`config.mk`:
```
export PLATFORM = sky130hd
export DESIGN_NAME = tpiu_frame_aligner
export DESIGN_NICKNAME = d
export VERILOG_FILES = /design/src/rtl/tpiu_pkg.sv /design/src/rtl/tpiu_frame_aligner_fifo.sv /design/src/rtl/tpiu_frame_aligner.sv
export SDC_FILE = /design/constraint.sdc
export NUM_CORES = 1
export LEC_CHECK = 0
export CAP_MARGIN = 20
export CORE_UTILIZATION = 43
export DETAILED_ROUTE_END_ITERATION = 8
export PLACE_DENSITY = 0.71
export SYNTH_ARGS = -nofsm -noshare
export SYNTH_HDL_FRONTEND = slang
export SYNTH_SLANG_ARGS = --single-unit
```
`constraint.sdc`:
```
create_clock -name clk -period 32 [get_ports clk]
set_input_delay 9.6 -clock clk [delete_from_list [all_inputs] [get_ports clk]]
set_output_delay 9.6 -clock clk [all_outputs]
set_load 0.005 [all_outputs]
```
`src/rtl/tpiu_pkg.sv`:
```
// Shared types and constants for the TPIU frame aligner.
package tpiu_pkg;

    localparam logic [31:0] TPIU_SYNC_WORD = 32'h7FFF_FFFF;
    localparam int unsigned FRAME_BYTES    = 16;
    localparam int unsigned FRAME_W        = FRAME_BYTES * 8;
    localparam int unsigned BCNT_W         = $clog2(FRAME_BYTES);

    typedef logic [FRAME_W-1:0] frame_t;

    typedef enum logic {
        HUNT   = 1'b0,
        SYNCED = 1'b1
    } state_t;

endpackage

```
`src/rtl/tpiu_frame_aligner_fifo.sv`:
```
// Two-entry in-order frame FIFO with registered head/valid and same-cycle push/pop.
module frame_fifo2
    import tpiu_pkg::*;
(
    input  logic   clk,
    input  logic   rst,
    input  frame_t i_data,
    input  logic   i_push,
    input  logic   i_ready,
    output frame_t o_data,
    output logic   o_valid,
    output logic   o_full_c
);

    logic [1:0] r_cnt;
    logic [1:0] w_cnt_nxt;
    frame_t     r_head;
    frame_t     r_tail;
    logic       r_valid;
    logic       w_pop;
    logic       w_accept;

    // A full FIFO still accepts a push when the head is popped in the same cycle
    assign w_pop    = r_valid & i_ready;
    assign w_accept = i_push & ((r_cnt != 2'd2) | w_pop);
    assign o_full_c = (r_cnt == 2'd2);
    assign o_data   = r_head;
    assign o_valid  = r_valid;

    always_comb begin
        w_cnt_nxt = r_cnt;
        if (w_pop && !w_accept) begin
            w_cnt_nxt = r_cnt - 2'd1;
        end else if (w_accept && !w_pop) begin
            w_cnt_nxt = r_cnt + 2'd1;
        end
    end

    always_ff @(posedge clk or posedge rst) begin
        if (rst) begin
            r_cnt   <= 2'd0;
            r_head  <= '0;
            r_tail  <= '0;
            r_valid <= 1'b0;
        end else begin
            r_cnt   <= w_cnt_nxt;
            r_valid <= (w_cnt_nxt != 2'd0);
            if (w_pop && w_accept) begin
                if (r_cnt == 2'd2) begin
                    r_head <= r_tail;
                    r_tail <= i_data;
                end else begin
                    r_head <= i_data;
                end
            end else if (w_pop) begin
                if (r_cnt == 2'd2) begin
                    r_head <= r_tail;
                end
            end else if (w_accept) begin
                if (r_cnt == 2'd0) begin
                    r_head <= i_data;
                end else begin
                    r_tail <= i_data;
                end
            end
        end
    end

endmodule

```
`src/rtl/tpiu_frame_aligner.sv`:
```
// TPIU byte-stream aligner: hunts for the full sync word and assembles 16-byte frames
// into a 2-deep FIFO, reporting sync state, aborted frames and overflow drops.
module tpiu_frame_aligner
    import tpiu_pkg::*;
#(
    parameter int unsigned IDLE_LIMIT = 4096,
    parameter int unsigned CNT_W      = 16
) (
    input  logic               clk,
    input  logic               rst,
    input  logic [7:0]         in_data,
    input  logic               in_valid,
    input  logic               resync,
    output logic [FRAME_W-1:0] frame_data,
    output logic               frame_valid,
    input  logic               frame_ready,
    output logic               synced,
    output logic               frame_abort,
    output logic               ovf,
    output logic [CNT_W-1:0]   drop_cnt
);

    localparam int unsigned IDLE_W = $clog2(IDLE_LIMIT + 1);

    state_t              r_state;
    state_t              w_state_nxt;
    logic [23:0]         r_hist;
    logic [31:0]         w_hist_nxt;
    logic                w_match;
    logic [BCNT_W-1:0]   r_bcnt;
    logic [BCNT_W-1:0]   w_bcnt_nxt;
    logic [FRAME_W-9:0]  r_frame;
    frame_t              w_push_data;
    logic                w_wr_en;
    logic                w_push;
    logic                w_abort;
    logic                w_drop;
    logic [IDLE_W-1:0]   r_idle;
    logic                w_timeout;
    logic                r_synced;
    logic                r_abort;
    logic                r_ovf;
    logic [CNT_W-1:0]    r_drop_cnt;
    logic                w_fifo_full;
    logic                w_fifo_valid;
    frame_t              w_fifo_data;

    // Newest byte enters at the MSB, so FF,FF,FF,7F completes the sync word
    assign w_hist_nxt  = {in_data, r_hist};
    assign w_match     = in_valid & (w_hist_nxt == TPIU_SYNC_WORD);
    assign w_timeout   = ~in_valid & (r_idle == IDLE_W'(IDLE_LIMIT - 1));
    assign w_push_data = {in_data, r_frame};
    assign w_drop      = w_push & w_fifo_full & ~(w_fifo_valid & frame_ready);

    always_ff @(posedge clk or posedge rst) begin
        if (rst) begin
            r_state <= HUNT;
            r_bcnt  <= '0;
        end else begin
            r_state <= w_state_nxt;
            r_bcnt  <= w_bcnt_nxt;
        end
    end

    always_comb begin
        w_state_nxt = r_state;
        w_bcnt_nxt  = r_bcnt;
        w_wr_en     = 1'b0;
        w_push      = 1'b0;
        w_abort     = 1'b0;
        unique case (r_state)
            HUNT: begin
                if (!resync && w_match) begin
                    w_state_nxt = SYNCED;
                    w_bcnt_nxt  = '0;
                end
            end
            SYNCED: begin
                if (resync || w_timeout) begin
                    w_state_nxt = HUNT;
                    w_bcnt_nxt  = '0;
                end else if (w_match) begin
                    // The three FF bytes were already written; only real data counts as an abort
                    w_bcnt_nxt = '0;
                    w_abort    = (r_bcnt > BCNT_W'(3));
                end else if (in_valid) begin
                    w_wr_en    = 1'b1;
                    w_bcnt_nxt = r_bcnt + BCNT_W'(1);
                    w_push     = (r_bcnt == BCNT_W'(FRAME_BYTES - 1));
                end
            end
            default: begin
                w_state_nxt = HUNT;
                w_bcnt_nxt  = '0;
            end
        endcase
    end

    // Byte 15 goes straight into the pushed frame, so only 15 slots are stored
    always_ff @(posedge clk or posedge rst) begin
        if (rst) begin
            r_hist  <= '0;
            r_frame <= '0;
        end else begin
            if (in_valid) begin
                r_hist <= w_hist_nxt[31:8];
            end
            for (int unsigned k = 0; k < FRAME_BYTES - 1; k++) begin
                if (w_wr_en && (r_bcnt == BCNT_W'(k))) begin
                    r_frame[8*k +: 8] <= in_data;
                end
            end
        end
    end

    always_ff @(posedge clk or posedge rst) begin
        if (rst) begin
            r_idle <= '0;
        end else if (in_valid) begin
            r_idle <= '0;
        end else if (r_idle != IDLE_W'(IDLE_LIMIT)) begin
            r_idle <= r_idle + IDLE_W'(1);
        end
    end

    always_ff @(posedge clk or posedge rst) begin
        if (rst) begin
            r_synced   <= 1'b0;
            r_abort    <= 1'b0;
            r_ovf      <= 1'b0;
            r_drop_cnt <= '0;
        end else begin
            r_synced <= (w_state_nxt == SYNCED);
            r_abort  <= w_abort;
            r_ovf    <= w_drop;
            if (w_drop && (r_drop_cnt != {CNT_W{1'b1}})) begin
                r_drop_cnt <= r_drop_cnt + CNT_W'(1);
            end
        end
    end

    frame_fifo2 u_fifo (
        .clk      (clk),
        .rst      (rst),
        .i_data   (w_push_data),
        .i_push   (w_push),
        .i_ready  (frame_ready),
        .o_data   (w_fifo_data),
        .o_valid  (w_fifo_valid),
        .o_full_c (w_fifo_full)
    );

    assign frame_data  = w_fifo_data;
    assign frame_valid = w_fifo_valid;
    assign synced      = r_synced;
    assign frame_abort = r_abort;
    assign ovf         = r_ovf;
    assign drop_cnt    = r_drop_cnt;

endmodule

```
* Yosys cells after proc, flatten, opt, wreduce, memory -nomap -nowiden *
Index checks and enable logic that the tools add are counted.

operators by class
  add/subtract/negate cells = 5
  multipliers = 0
  divide/modulo/power cells = 0
  order comparisons = 1
  equality and inequality tests = 27
  shift-type cells = 0
  mux-type cells = 34
  bitwise operators = 10
  reduce and logical (&&, ||, !) cells = 34

operators by type and width
  operator               count
  $mux 128               11
  $eq 32x31->1 const B   1
  $eq 4x4->1 const B     8
  $mux 13                2
  $logic_and 1x1->1      20
  $add 16x1->16 const B  1
  $eq 4x3->1 const B     4
  $mux 4                 4
  $ne 16x16->1 const B   1
  $add 13x1->13 const B  1
  $eq 13x12->1 const B   1
  $mux 1                 13
  $ne 13x13->1 const B   1
  $eq 4x2->1 const B     2
  $ne 2x2->1 const B     4
  $pmux 4 s2             1
  $and 1x1->1            6
  $reduce_bool 2->1      3
  $reduce_bool 3->1      2
  $add 4x1->4 const B    1
  $eq 4x1->1 const B     1
  $gt 4x2->1 const B     1
  $logic_not 4->1        1
  $mux 2                 2
  other kinds (15)       19

word-level totals
  flip-flop bits (word level) = 439
  latch bits = 0
  memory bits (writable) = 0
  ROM bits = 0
  input port bits = 13
  logic and storage cells = 137
  memories = 0

* Longest topological paths before layout *
  depth in word-level cells = 10
  mapped depth = 9
  depth with buffers taken out = 7

* Cells and area by module *
A second synthesis with hierarchy kept.

unflattened totals
  cells, all modules = 1,371
  area total of the unflattened synthesis = 18,348.8 µm²

by module, submodules not included
  module              instances  cells an instance  area an instance (µm²)  sequential area each (µm²)
  frame_fifo2         1          858                10,918.0                6,481.2
  tpiu_frame_aligner  1          513                7,430.9                 4,504.3

* Worst setup path after synthesis *
OpenSTA, ideal clock, no wires.

  kind = input -> register
  from = input port in_data[2]
  to = register u_fifo.r_tail[100]
  setup time = 0.128 ns
  arrival time = 11.277 ns
  required time = 31.872 ns
  setup slack = 20.595 ns
  stages on the path = 9
  cell sequence = clkbuf_1 -> nand4_1 -> nor4_2 -> and2_4 -> or3_4 -> a21oi_1 -> buf_4 -> buf_4 -> mux2_1

between the ends
  cells in the longest elaborated chain, start to end = 9

ends and longest elaborated chain
  item                                          line                           RTL
  start, declared                               tpiu_frame_aligner.sv:11       input logic [7:0] in_data,
  $eq 32x31->1 (*)                              tpiu_frame_aligner.sv:50       assign w_match = in_valid & (w_hist_nxt == TPIU_SYNC_WORD);
  $and 1x1->1 (*)                               tpiu_frame_aligner.sv:50
  $mux 1 (*)                                    tpiu_frame_aligner.sv:82       end else if (w_match) begin
  $mux 1 (*)                                    tpiu_frame_aligner.sv:79       if (resync || w_timeout) begin
  $mux 1 (*)                                    tpiu_frame_aligner.sv:71       unique case (r_state)
  $and 1x1->1 (*)                               tpiu_frame_aligner_fifo.sv:25  assign w_accept = i_push & ((r_cnt != 2'd2) | w_pop);
  $logic_and 1x1->1                             tpiu_frame_aligner_fifo.sv:48  if (w_pop && w_accept) begin
  $ne 2x2->1 (no line) (tied with other cells)  --
  $reduce_and 4->1 (no line)                    --
  end signal, assigned                          tpiu_frame_aligner_fifo.sv:51  r_tail <= i_data;
  end signal, assigned                          tpiu_frame_aligner_fifo.sv:63  r_tail <= i_data;
  end, declared                                 tpiu_frame_aligner_fifo.sv:18  frame_t r_tail;

Every way passes the cells marked *; elsewhere a longest branch is shown, timed or not.
A chain may end at the register's enable or synchronous reset.

* Worst setup path in the final report *
  from = input port in_data[5]
  to = register u_fifo.r_tail[73]

Same word-level chain as after synthesis.

==> flow_metrics.env <==
export IMPL_drt_iter0_drc=902
export IMPL_die_area_um2=42930
export IMPL_seqPwrFrac=0.433
export IMPL_clockPowerShare=0.305
export IMPL_antenna_found_initial=1
export IMPL_path_cells="clkdlybuf4s50_1 > nand4_1 > nor4_2 > and2_4 > or3_4 > a21oi_4 > buf_4 > buf_4 > buf_16 > mux2_1"
export IMPL_post_cts_buffers=0
export IMPL_root_buffer="clkbuf_16"
export IMPL_crit_top_cell="buf_4"
export IMPL_rr_startpoint="u_fifo.r_cnt[0]$_DFF_PP0_"
export IMPL_dr_pass1_iters=7
export IMPL_vias_per_cell=5.731
export IMPL_layout_setup_ws_ns=18.85
export IMPL_rsz0062_at_grt="false"
export IMPL_cp_end_kind="flip-flop"
export IMPL_ys_async_sr_fraction=1.000
export IMPL_grtUsageTotal=0.2012
export IMPL_whs_ns=0.4772
export IMPL_crit_path_end="u_fifo.r_tail[73]$_DFFE_PP0P_"
export IMPL_ff2ff_setup_slack_ns=27.60
export IMPL_synth_edf_count=0
export IMPL_critPathArrivalTime_ns=13.58
export IMPL_fp_row_count=74
export IMPL_clkTransAtPathRegs_ns=0.06
export IMPL_crit_fanout=53
export IMPL_power_density_nw_per_um2=78.29
export IMPL_swShare=0.2684
export IMPL_drc=2
export IMPL_fillers=3348
export IMPL_portBuffers=160
export IMPL_finalSetupTns_ns=0
export IMPL_avgSynthCellArea_um2=14.12
export IMPL_yosysUniqueCellTypes=49
export IMPL_ir_worst_vdd_mv=0.04133
export IMPL_relSlewSlack=0.3041
export IMPL_drive_gt1_frac=0.2545
export IMPL_violations="design-rule violations"
export IMPL_final_hold_violation_count=0
export IMPL_critPathMaxStageDelay_ns=0.88
export IMPL_max_freq_mhz=76.06
export IMPL_path_class="in -> reg"
export IMPL_cts_made_buffers=44
export IMPL_synth_seq_area_share=0.6067
export IMPL_ios=161
export IMPL_maxCapViolCount=0
export IMPL_fin_nets=1426
export IMPL_die_width_um=207.2
export IMPL_setup_viol=0
export IMPL_outcome="complete, but fails checks"
export IMPL_tightest_slew_ns=1.044
export IMPL_fin_area_um2=21540
export IMPL_clk_latency_ns=0.55
export IMPL_syn_inst=1282
export IMPL_routabilityCongestion=0.7539
export IMPL_layout_common_cells="dfrtp_1 (439), clkdlybuf4s50_1 (160), mux2_2 (153), or3_1 (131), mux2_1 (120)"
export IMPL_htreeDepth=2
export IMPL_comb_power_share=0.262
export IMPL_grt_pass1_vias=11710
export IMPL_area_delta_synth_final_pct=18.96
export IMPL_r2r_cells=8
export IMPL_p_switching_uw=452.7
export IMPL_p_leak_nw=9.771
export IMPL_vias=11270
export IMPL_whs_path_depth=1
export IMPL_netlist_area_um2=18110
export IMPL_postRouteAntennaNets=0
export IMPL_fp_dieH_um=207.2
export IMPL_synth_seq_cells=439
export IMPL_crit_slowest_cell="clkdlybuf4s50_1"
export IMPL_gr_total_overflow=0
export IMPL_fin_util=0.5228
export IMPL_grt_pass1_wl_um=68760
export IMPL_period_share=0.4108
export IMPL_synthesis_nets=1304
export IMPL_drv_slew=0
export IMPL_detail_route_wl_per_cell_um=21.55
export IMPL_layout_commonest_cell="dfrtp_1"
export IMPL_grt_max_degree=171
export IMPL_r2r_end="u_fifo.o_data[74]$_DFFE_PP0P_"
export IMPL_dpl_hpwl_um=24700
export IMPL_crit_path_start_kind="input port"
export IMPL_p_int_mw=1.234
export IMPL_postRouteWirelength_um=42390
export IMPL_initial_core_util=0.4395
export IMPL_clockBufferDepth=3
export IMPL_tritoncts="yes"
export IMPL_min_period_ns=13.15
export IMPL_place_area_um2=20080
export IMPL_cts_resized_gates=0
export IMPL_preCtsSetupSlack_ns=18.04
export IMPL_core_area_um2=41200
export IMPL_yosys_most_used_dff="dfrtp_1"
export IMPL_worst_ep_required_time_ns=32.43
export IMPL_fin_skew_ns=0.02003
export IMPL_ys_warn_count=0
export IMPL_ctsHoldBuffers=0
export IMPL_startpoint="in_data[5]"
export IMPL_hold_path_class="reg -> reg"
export IMPL_clock_sinks=439
-- cell type report --
type                       count  area, um^2  area share
tap                          532       665.6     0.03090
sequential                   439       10990      0.5100
clock inverter                11       143.9    0.006680
inverter                      13       57.56    0.002672
antenna                        1       2.502   0.0001162
timing repair buffer         177        1774     0.08237
clock buffer                  65        1291     0.05994
multi-input combinational    729        6620      0.3073
-- critical path: cells and delay by family --
| kind | cells | cell delay, ns |
|---|---|---|
| buffers and inverters | 4 | 2.32 |
| AO/OA/AOI/OAI | 1 | 0.20 |
| multiplexers | 1 | 0.37 |
| AND/OR/NAND/NOR | 4 | 1.02 |
-- Yosys cell counts, types with 5 or more instances --
cell type | count | area [um^2]
a21oi_1 | 12 | 60.06
and3_1 | 11 | 68.82
buf_2 | 39 | 195.2
buf_4 | 14 | 105.1
clkbuf_1 | 44 | 165.2
dfrtp_1 | 439 | 10990
ha_1 | 9 | 112.6
inv_1 | 13 | 48.80
mux2_1 | 120 | 1351
mux2_2 | 153 | 1723
nand2_1 | 29 | 108.9
nand3_1 | 18 | 90.09
nand4_1 | 10 | 62.56
nor2_1 | 31 | 116.4
nor3_1 | 7 | 35.03
nor3_2 | 6 | 60.06
nor4_1 | 5 | 31.28
o21ai_0 | 5 | 25.02
o221a_1 | 20 | 225.2
o221a_2 | 108 | 1216
or3_1 | 131 | 819.5
xnor2_1 | 7 | 61.31
xor2_1 | 19 | 166.4
-- through the flow --
step,total power [mW],std cells
after floorplan,0.9347,1282
after global routing,1.763,1966
after detailed placement,1.186,1889
after CTS,1.704,1965
final,1.686,1967
after global placement,1.181,1889
-- how the worst min path moves through the flow --
stage | start | end | slack (ns)
2_1_floorplan | u_fifo.r_tail[0]$_DFFE_PP0P_ | u_fifo.r_tail[0]$_DFFE_PP0P_ | 0.45
3_3_place_gp | u_fifo.r_tail[35]$_DFFE_PP0P_ | u_fifo.r_tail[35]$_DFFE_PP0P_ | 0.46
3_5_place_dp | u_fifo.r_tail[65]$_DFFE_PP0P_ | u_fifo.r_tail[65]$_DFFE_PP0P_ | 0.47
4_1_cts | u_fifo.r_tail[35]$_DFFE_PP0P_ | u_fifo.r_tail[35]$_DFFE_PP0P_ | 0.48
5_1_grt | u_fifo.r_tail[64]$_DFFE_PP0P_ | u_fifo.r_tail[64]$_DFFE_PP0P_ | 0.49
6_report | u_fifo.r_tail[10]$_DFFE_PP0P_ | u_fifo.r_tail[10]$_DFFE_PP0P_ | 0.48
-- logic make-up after synthesis --
family          synth area share
xor+xnor                 0.01258
flops                     0.6067
fa+ha+maj               0.006219
mux                       0.1698
compound gates           0.08948
simple gates             0.08520
buf+inv                  0.03006
-- routing by layer --
layer  share of wire  GRT usage
met2            0.47     0.3094
met3           0.044    0.03320
met5               0          0
met1            0.47     0.2944
met4           0.019    0.05739
-- flip-flops by register name, indices dropped and copies added, names as in the netlist --
register        count
r_frame           120
u_fifo.r_cnt        2
ovf                 1
synced              1
u_fifo.o_data     128
r_hist             24
u_fifo.r_tail     128
r_bcnt              4
u_fifo.o_valid      1
drop_cnt           16
frame_abort         1
r_idle             13
-- power groups by stage --
| stage | sequential [mW] | clock [mW] | combinational [mW] |
|---|---|---|---|
| 6_report | 0.730 | 0.514 | 0.442 |
| 5_1_grt | 0.741 | 0.544 | 0.477 |
| 4_1_cts | 0.732 | 0.523 | 0.449 |
| 3_5_place_dp | 0.739 | 0 | 0.447 |
| 3_3_place_gp | 0.742 | 0 | 0.439 |
| 2_1_floorplan | 0.715 | 0 | 0.220 |
(Power assumes the default switching activity.)
